===== src/rtl/mc_pkg.sv =====
// Shared definitions for the multicycle RV64 control FSM: states, opcodes,
// ALU control encodings, ALUOp codes, operand/result mux selects.
// Latency: n/a (definitions only). Backpressure: n/a.
package mc_pkg;

  typedef enum logic [3:0] {
    S_FETCH,
    S_DECODE,
    S_MEMADR,
    S_MEMREAD,
    S_MEMWB,
    S_MEMWRITE,
    S_EXECUTER,
    S_EXECUTEI,
    S_ALUWB,
    S_BEQ,
    S_JAL
  } statetype_t;

  localparam logic [6:0] OP_LD  = 7'b0000011;
  localparam logic [6:0] OP_SD  = 7'b0100011;
  localparam logic [6:0] OP_R   = 7'b0110011;
  localparam logic [6:0] OP_I   = 7'b0010011;
  localparam logic [6:0] OP_BEQ = 7'b1100011;
  localparam logic [6:0] OP_JAL = 7'b1101111;

  localparam logic [3:0] ALU_AND = 4'b0000;
  localparam logic [3:0] ALU_OR  = 4'b0001;
  localparam logic [3:0] ALU_ADD = 4'b0010;
  localparam logic [3:0] ALU_SUB = 4'b0110;

  localparam logic [1:0] ALUOP_ADD   = 2'b00;
  localparam logic [1:0] ALUOP_SUB   = 2'b01;
  localparam logic [1:0] ALUOP_FUNCT = 2'b10;

  localparam logic [1:0] SRCA_PC    = 2'b00;
  localparam logic [1:0] SRCA_OLDPC = 2'b01;
  localparam logic [1:0] SRCA_RS1   = 2'b10;

  localparam logic [1:0] SRCB_RS2  = 2'b00;
  localparam logic [1:0] SRCB_IMM  = 2'b01;
  localparam logic [1:0] SRCB_FOUR = 2'b10;

  localparam logic [1:0] RES_ALUOUT  = 2'b00;
  localparam logic [1:0] RES_MEMDATA = 2'b01;
  localparam logic [1:0] RES_ALURES  = 2'b10;

  localparam logic [1:0] IMM_I = 2'b00;
  localparam logic [1:0] IMM_S = 2'b01;
  localparam logic [1:0] IMM_B = 2'b10;
  localparam logic [1:0] IMM_J = 2'b11;

  // Immediate format is a pure function of the opcode; unknown opcodes get I.
  function automatic logic [1:0] imm_src(input logic [6:0] op);
    case (op)
      OP_SD:   return IMM_S;
      OP_BEQ:  return IMM_B;
      OP_JAL:  return IMM_J;
      default: return IMM_I;
    endcase
  endfunction

endpackage


===== src/rtl/multicycle_controller_alu_decoder.sv =====
// ALU decoder: maps (ALUOp, funct3, op[5], funct7b5) to ALUControl plus a
// funct3-supported flag. Latency: combinational. Backpressure: none.
// Ports: alu_op_i, funct3_i, op5_i, funct7b5_i -> alu_control_o, funct3_legal_o.
module alu_decoder
  import mc_pkg::*;
(
  input  logic [1:0] alu_op_i,
  input  logic [2:0] funct3_i,
  input  logic       op5_i,
  input  logic       funct7b5_i,
  output logic [3:0] alu_control_o,
  output logic       funct3_legal_o
);

  // Only add/sub, or and and are implemented for R/I-type ops.
  assign funct3_legal_o = (funct3_i == 3'b000) || (funct3_i == 3'b110) ||
                          (funct3_i == 3'b111);

  always_comb begin
    alu_control_o = ALU_ADD;
    case (alu_op_i)
      ALUOP_SUB: alu_control_o = ALU_SUB;
      ALUOP_FUNCT: begin
        case (funct3_i)
          // op[5] separates R-type from I-type: addi never subtracts even
          // when instr[30] happens to be set by its immediate.
          3'b000:  alu_control_o = (op5_i && funct7b5_i) ? ALU_SUB : ALU_ADD;
          3'b111:  alu_control_o = ALU_AND;
          3'b110:  alu_control_o = ALU_OR;
          default: alu_control_o = ALU_ADD;
        endcase
      end
      default: alu_control_o = ALU_ADD;
    endcase
  end

endmodule


===== src/rtl/multicycle_controller.sv =====
// Control FSM for the multicycle RV64 datapath (ld/sd/R/I/beq/jal).
// Latency: selects are Moore outputs of the state; strobes may depend on
// MemReady/Zero in the same cycle. Backpressure: FETCH/MEMREAD/MEMWRITE stall
// on MemReady, bounded by MEM_WAIT_MAX (0 disables the timeout).
// Ports: clk, reset, op/funct3/funct7b5, Zero, MemReady in; ALUControl,
// mux selects, IRWrite/PCWrite/RegWrite/MemWrite, IllegalInstr, MemTimeout out.
module multicycle_controller
  import mc_pkg::*;
#(
  parameter int XLEN         = 64,
  parameter int MEM_WAIT_MAX = 15
) (
  input  logic       clk,
  input  logic       reset,
  input  logic [6:0] op,
  input  logic [2:0] funct3,
  input  logic       funct7b5,
  input  logic       Zero,
  input  logic       MemReady,
  output logic [3:0] ALUControl,
  output logic [1:0] ALUSrcA,
  output logic [1:0] ALUSrcB,
  output logic [1:0] ResultSrc,
  output logic [1:0] ImmSrc,
  output logic       AdrSrc,
  output logic       IRWrite,
  output logic       PCWrite,
  output logic       RegWrite,
  output logic       MemWrite,
  output logic       IllegalInstr,
  output logic       MemTimeout
);

  localparam int CNT_W = (MEM_WAIT_MAX > 0) ? $clog2(MEM_WAIT_MAX + 1) : 1;

  // XLEN does not shape the control logic; only reject nonsensical values.
  if (XLEN <= 0) begin : g_xlen_chk
    $error("multicycle_controller: XLEN must be positive");
  end

  statetype_t       state_q, state_d;
  logic [CNT_W-1:0] cnt_q, cnt_d;

  logic [1:0] alu_op;
  logic       funct3_legal;
  logic       ir_write, pc_update, branch, reg_write, mem_write, illegal;
  logic       waiting, timeout, strobe_en;

  alu_decoder u_alu_decoder (
    .alu_op_i      (alu_op),
    .funct3_i      (funct3),
    .op5_i         (op[5]),
    .funct7b5_i    (funct7b5),
    .alu_control_o (ALUControl),
    .funct3_legal_o(funct3_legal)
  );

  always_ff @(posedge clk or posedge reset) begin
    if (reset) begin
      state_q <= S_FETCH;
      cnt_q   <= '0;
    end else begin
      state_q <= state_d;
      cnt_q   <= cnt_d;
    end
  end

  always_comb begin
    state_d   = state_q;
    alu_op    = ALUOP_ADD;
    ALUSrcA   = SRCA_PC;
    ALUSrcB   = SRCB_FOUR;
    ResultSrc = RES_ALURES;
    AdrSrc    = 1'b0;
    ir_write  = 1'b0;
    pc_update = 1'b0;
    branch    = 1'b0;
    reg_write = 1'b0;
    mem_write = 1'b0;
    illegal   = 1'b0;
    waiting   = 1'b0;
    case (state_q)
      S_FETCH: begin
        waiting = 1'b1;
        if (MemReady) begin
          ir_write  = 1'b1;
          pc_update = 1'b1;
          state_d   = S_DECODE;
        end
      end
      S_DECODE: begin
        // Branch target is computed here speculatively into ALUOut.
        ALUSrcA = SRCA_OLDPC;
        ALUSrcB = SRCB_IMM;
        state_d = S_FETCH;
        case (op)
          OP_LD, OP_SD: state_d = S_MEMADR;
          OP_R:   if (funct3_legal) state_d = S_EXECUTER; else illegal = 1'b1;
          OP_I:   if (funct3_legal) state_d = S_EXECUTEI; else illegal = 1'b1;
          OP_BEQ: if (funct3 == 3'b000) state_d = S_BEQ; else illegal = 1'b1;
          OP_JAL: state_d = S_JAL;
          default: illegal = 1'b1;
        endcase
      end
      S_MEMADR: begin
        ALUSrcA = SRCA_RS1;
        ALUSrcB = SRCB_IMM;
        state_d = (op == OP_SD) ? S_MEMWRITE : S_MEMREAD;
      end
      S_MEMREAD: begin
        AdrSrc    = 1'b1;
        ResultSrc = RES_ALUOUT;
        waiting   = 1'b1;
        if (MemReady) state_d = S_MEMWB;
      end
      S_MEMWB: begin
        ResultSrc = RES_MEMDATA;
        reg_write = 1'b1;
        state_d   = S_FETCH;
      end
      S_MEMWRITE: begin
        AdrSrc    = 1'b1;
        ResultSrc = RES_ALUOUT;
        waiting   = 1'b1;
        mem_write = 1'b1;
        if (MemReady) state_d = S_FETCH;
      end
      S_EXECUTER: begin
        ALUSrcA = SRCA_RS1;
        ALUSrcB = SRCB_RS2;
        alu_op  = ALUOP_FUNCT;
        state_d = S_ALUWB;
      end
      S_EXECUTEI: begin
        ALUSrcA = SRCA_RS1;
        ALUSrcB = SRCB_IMM;
        alu_op  = ALUOP_FUNCT;
        state_d = S_ALUWB;
      end
      S_ALUWB: begin
        ResultSrc = RES_ALUOUT;
        reg_write = 1'b1;
        state_d   = S_FETCH;
      end
      S_BEQ: begin
        ALUSrcA   = SRCA_RS1;
        ALUSrcB   = SRCB_RS2;
        alu_op    = ALUOP_SUB;
        ResultSrc = RES_ALUOUT;
        branch    = 1'b1;
        state_d   = S_FETCH;
      end
      S_JAL: begin
        ALUSrcA   = SRCA_OLDPC;
        ALUSrcB   = SRCB_FOUR;
        ResultSrc = RES_ALUOUT;
        pc_update = 1'b1;
        state_d   = S_ALUWB;
      end
      default: state_d = S_FETCH;
    endcase

    // MemReady on the threshold cycle wins: the access completed.
    timeout = waiting && !MemReady && (MEM_WAIT_MAX != 0) &&
              (cnt_q == CNT_W'(MEM_WAIT_MAX - 1));
    if (timeout) state_d = S_FETCH;

    // A timeout in FETCH keeps the state, so it must clear explicitly.
    if (timeout || (state_d != state_q)) cnt_d = '0;
    else if (waiting && !MemReady)      cnt_d = cnt_q + 1'b1;
    else                                cnt_d = cnt_q;
  end

  // Strobes are forced low during reset and on the timeout cycle so that an
  // aborted access never leaves a partial write behind.
  assign strobe_en    = !reset && !timeout;
  assign IRWrite      = ir_write  && strobe_en;
  assign PCWrite      = (pc_update || (branch && Zero)) && strobe_en;
  assign RegWrite     = reg_write && strobe_en;
  assign MemWrite     = mem_write && strobe_en;
  assign IllegalInstr = illegal && !reset;
  assign MemTimeout   = timeout && !reset;
  assign ImmSrc       = imm_src(op);

endmodule


===== config.mk =====
export PLATFORM = sky130hd
export DESIGN_NAME = multicycle_controller
export DESIGN_NICKNAME = d
export VERILOG_FILES = /design/src/rtl/mc_pkg.sv /design/src/rtl/multicycle_controller_alu_decoder.sv /design/src/rtl/multicycle_controller.sv
export SDC_FILE = /design/constraint.sdc
export NUM_CORES = 1
export LEC_CHECK = 0
export CAP_MARGIN = 20
export CELL_PAD_IN_SITES_DETAIL_PLACEMENT = 0
export CELL_PAD_IN_SITES_GLOBAL_PLACEMENT = 1
export CORE_MARGIN = 5
export CORE_UTILIZATION = 30
export DETAILED_ROUTE_END_ITERATION = 7
export HOLD_SLACK_MARGIN = 0.02
export PLACE_DENSITY_LB_ADDON = 0.2
export SLEW_MARGIN = 25
export SYNTH_ARGS = -nofsm -noshare
export SYNTH_HDL_FRONTEND = slang
export SYNTH_HIERARCHICAL = 1
export SYNTH_SLANG_ARGS = --single-unit

===== constraint.sdc =====
create_clock -name clk -period 1.95 [get_ports clk]
set_input_delay 0.39 -clock clk [delete_from_list [all_inputs] [get_ports clk]]
set_output_delay 0.39 -clock clk [all_outputs]
set_load 0.05 [all_outputs]

* Yosys cells after proc, flatten, opt, wreduce, memory -nomap -nowiden
Cells that the tools add are included.
** Storage, ports and cells
- Input bits :: 15
- Output and inout port bits :: 19
- Register bits after elaboration :: 8
** Operators by class
- Equality and inequality tests :: 22
- Reduce and logical (&&, ||, !) cells :: 34
- Add/subtract/negate cells :: 1
- Muxes and demuxes :: 32
** Operator list (count)
- 4-bit 2-to-1 mux :: 7
- 4-bit case mux with 6 select lines :: 1
- 4-bit case mux with 5 select lines :: 1
- 4-bit by 3-bit == test with 1-bit output, second input constant :: 4
- 4-bit == test, second input constant :: 4
- 2-bit case mux with 2 select lines :: 4
- 7-bit by 6-bit == test with 1-bit output, second input constant :: 2
- 7-bit == test, second input constant :: 2
- 2-bit OR reduction :: 7
- 3-bit 2-to-1 mux :: 4
- 4-bit case mux with 3 select lines :: 1
- 3-bit OR reduction :: 4
- 1-bit logical AND :: 11
- 1-bit 2-to-1 mux :: 10
- 4-bit by 2-bit == test with 1-bit output, second input constant :: 2
- 4-bit case mux with 2 select lines :: 1
- 7-bit by 2-bit == test with 1-bit output, second input constant :: 1
- 7-bit by 5-bit == test with 1-bit output, second input constant :: 1
- 3-bit == test, second input constant :: 2
- 2-bit case mux with 3 select lines :: 1
- 5-bit OR reduction :: 1
- 4-bit by 1-bit adder with 4-bit output, second input constant :: 1
- 4-bit by 1-bit == test with 1-bit output, second input constant :: 1
- 4-bit logical NOT :: 1
- 10 further kinds :: 15

* Longest topological paths before layout
- Depth after elaboration :: 10
- Mapped depth :: 8

* By module
Netlist, hierarchy kept.
** By module, submodules not included
- multicycle_controller :: instances 1, seq. area each 200.2 um^2, cells an instance 132, area each 985.9 um^2
- alu_decoder :: instances 1, seq. area each 0.0 um^2, cells an instance 14, area each 98.8 um^2

* Worst setup path after synthesis
OpenSTA, ideal clock, no wires.
- Path type :: register -> output
- From :: register state_q[1]
- To :: output IllegalInstr
- Setup slack :: -2.042 ns
- Stages on the path, launching flop included :: 4
- Data required time :: 1.560 ns
- Path buffers :: 1
- Data arrival time :: 3.602 ns
- Cell sequence :: dfrtp_1 -> buf_2 -> or4b_1 -> a2111oi_0
** Between the ends
- Word-level cells in the longest chain between the ends :: 3
** RTL lines
- start: declaration :: line multicycle_controller.sv:41 : statetype_t state_q, state_d;
- start signal: assignment :: line multicycle_controller.sv:63 : state_q <= state_d;
- 4-bit by 1-bit == test with 1-bit output :: line multicycle_controller.sv:82 : case (state_q)
- 1-bit 2-to-1 mux :: line multicycle_controller.sv:82
- 1-bit logical AND :: line multicycle_controller.sv:181 : assign IllegalInstr = illegal && !reset;
- end: declaration :: line multicycle_controller.sv:30 : output logic IllegalInstr,
Every way passes these cells.

* Final worst setup path
- From :: register state_q[3]
- To :: output PCWrite
** Between the ends
- Word-level cells in the longest chain between the ends :: 8
- Elaborated cells between the ends (all ways) :: 16
- Classes of those cells :: 4 x eq/ne; 3 x mux; 9 x reduce/logical
** RTL lines
- 4-bit by 3-bit == test with 1-bit output, or another cell as far along :: line multicycle_controller.sv:82
- 3-bit OR reduction (no source line)
- 1-bit 2-to-1 mux :: line multicycle_controller.sv:82
- 1-bit logical AND (2 in a row) :: line multicycle_controller.sv:164 : timeout = waiting && !MemReady && (MEM_WAIT_MAX != 0) &&
- 1-bit logical NOT :: line multicycle_controller.sv:176 : assign strobe_en = !reset && !timeout;
- 1-bit logical AND :: line multicycle_controller.sv:176
- 1-bit logical AND (*) :: line multicycle_controller.sv:178 : assign PCWrite = (pc_update || (branch && Zero)) && strobe_en;
- end: declaration :: line multicycle_controller.sv:27 : output logic PCWrite,
Every way passes the cells marked *; elsewhere a longest branch is shown, timed or not.

==> impl_metrics.ini <==
[run_status]
status = finished, violations left
violations = setup timing

[layout]
drive_gt1_share_pct = 63.7
area_growth_pct = 131
most-common-layout-cells = buf_4, buf_6, nand2_1, buf_12, nor2_1
antenna_cells = 0
layout_commonest_cell = buf_4
n_fill_cell = 244
final_cell_area_um2 = 2510
final_nets = 257

[routing]
detail_route.wl_per_cell_um = 15.3
dr.first_iter.drc_count = 64
num_vias = 1474
firstDrtPassIters = 4
wl_um = 4330
viasPerCell = 5.21
ant_nets = 0
drc = 0

[die]
ios = 34
die_h_um = 70.1
core_area_um2 = 3420
die_width_um = 70.1
num_rows = 21
die_area_um2 = 4920
start_util_pct = 31.8

[setup_path]
worstPathMaxFanout = 5
r2r-end = cnt_q[3]
cp-start-kind = flop
crit_arrival_ns = 1.98
r2r-start = state_q[3]
rr_worst_depth = 7
r2r_slack_ns = -0.37
cp.required_ns = 1.56
crit_chain = or4_4 > o22ai_4 > nand4_4 > nand2_4 > nor3_4 > buf_4
critical_path_class = reg -> out
end_kind = primary output
slowest_delay_ns = 0.53
critPathTopFamily = simple AND/OR/NAND/NOR gates
critPathBufInv = 1
cpMaxStageDelayCell = or4_4

[power]
seqPwrFrac_pct = 21.0
power.share.switching_pct = 40.2
p_per_area_nw_per_um2 = 385
power_leakage_nw = 1.04
clock_power_share_pct = 14.1
irDropWorstVdd_mv = 0.201
p_int_uw = 577
power_frac_comb_pct = 64.9
p_sw_uw = 388

[clock_tree]
clk_pin_slew_worst_paths_ns = 0.06
cts_buffers = 3
htreeDepth = 1
cts-root-buf = clkbuf_4
cts_max_path_buffers = 2
clock_latency_ns = 0.26
cts_sinks = 8
cts_tree = yes

[flow_run]
cap_violations = 0

[global_routing]
grtUsageTotal_pct = 17.5
antenna_found_initial = 0
grt_pass1_vias = 1548
grt_max_degree = 14
grt_pass1_wl_um = 7210
grt_overflow = 0

[synth]
synthFlopType = dfrtp_1
netlist_instances = 146
synth_cell_types = 51
synth_area_um2 = 1080
synth-seq-cells = 8
syn_area_per_cell_um2 = 7.43
synth_warnings = 6
yosysSeqAreaShare_pct = 18.5
syn_nets = 165
yosys-top-cells-area = dfrtp_1, nand2_1, nor2_1, ha_1, nor2b_1
yosys.area.top_type = dfrtp_1
synth_edf_count = 0
async_reset_ff_share_pct = 100
synth_top_area_share_pct = 18.5

[sta]
finalHoldViolCount = 0
setup_viol = 19
setup_tns_ns = -5.09
fin_crit_ns = 2.37
slew_viol_final = 0
worst_slack_ns = -0.422
post-route-period-util_pct = 122
skew_ns = 0.0182
rsz0062_at_grt = yes
max_freq_ghz = 0.422

[placed_design]
place_area_um2 = 2080
portBuffers = 32
dp_hpwl_um = 3060
gp_congestion = 0.889

[min_path]
hp-class = in -> async
==> cells by family after synthesis <==
kind of cell | count (synthesis) | synth area share (%)
simple gates | 72 | 38.2
compound gates | 33 | 22.8
buf+inv | 19 | 7.84
flops | 8 | 18.5
xor+xnor | 5 | 4.04
fa+ha+maj | 4 | 4.61
mux | 4 | 3.69
other cells | 1 | 0.346
==> power groups by stage <==
stage | Combinational (mW) | Sequential (mW) | Clock [mW]
6_report | 0.626 | 0.202 | 0.136
5_1_grt | 0.663 | 0.204 | 0.149
4_1_cts | 0.588 | 0.201 | 0.134
3_5_place_dp | 0.526 | 0.203 | 0
3_3_place_gp | 0.516 | 0.202 | 0
2_1_floorplan | 0.314 | 0.196 | 0
==> tightest hold or removal path, cell delays in order <==
cell and delay (ns):
clkdlybuf4s50_1 0.42, inv_1 0.14, buf_4 0.20
==> worst max-delay path by stage <==
stage / start / endpoint / slack [ns] / cells after the start
floorplan: state_q[1] / ALUControl[0] / -0.26 / 6
CTS: state_q[1] / RegWrite / -0.43 / 6
global route: state_q[3] / cnt_q[3] / -0.50 / 7
detailed placement: op[4] / cnt_q[0] / -0.59 / 7
finish: state_q[3] / PCWrite / -0.42 / 6
global placement: op[4] / cnt_q[2] / -0.56 / 7
==> area by class of cell <==
cell class	instances	area, um2	share of cell area (%)
clock buffers	4	26.3	1.05
inverters	8	30.0	1.20
multi-input cells	119	1200	47.8
flip-flops and latches	8	205	8.18
well taps	46	57.6	2.29
repair buffers	98	991	39.5
==> stage by stage <==
stage	worst slack, ns	util, %	cells	hold WS [ns]	power (mW)
floorplan	-0.256	-	146	0.237	0.510
global placement	-0.561	60.8	261	0.615	0.719
detailed placement	-0.592	60.8	261	0.628	0.729
CTS	-0.433	70.1	279	0.553	0.923
global route	-0.501	73.4	283	0.571	1.02
finish	-0.422	73.4	283	0.541	0.965
==> sequential cells by signal, summed over array words and instances, names as in the netlist <==
name and flops:
state_q 4, cnt_q 4
==> Yosys cell counts (2+ instances only) <==
| library cell | instances |
|---|---|
| nor2b_1 | 8 |
| ha_1 | 4 |
| o22a_1 | 2 |
| a2111oi_0 | 2 |
| inv_1 | 8 |
| nor4b_1 | 2 |
| buf_1 | 2 |
| a21oi_1 | 8 |
| nand4_1 | 3 |
| nor2_1 | 14 |
| buf_2 | 2 |
| nand3b_1 | 2 |
| nand2_1 | 18 |
| mux2i_1 | 4 |
| clkbuf_1 | 5 |
| dfrtp_1 | 8 |
| o21ai_0 | 3 |
| nor4_1 | 2 |
| xor2_1 | 2 |
| xnor2_1 | 3 |
| a211o_1 | 2 |
| o22ai_1 | 4 |
| nor3_1 | 8 |
| nand2b_1 | 2 |
| or4b_1 | 2 |
==> timing repair <==
action / CTS / global route
setup endpoints to repair: 22 / 22
pin swaps: 16 / 18
gates resized for setup: 55 / 27
hold buffers: 0 / 0
setup buffers: 14 / 4
==> routing by layer <==
layer	track usage, %	part of all wire, %	vias up
met3	2.73	4.4	8
li1	-	-	712
met4	4.89	1.4	0
met5	0	0	-
met1	21.8	40	703
met2	31.1	54	51
No activity file was read; power rests on OpenSTA's default activity.
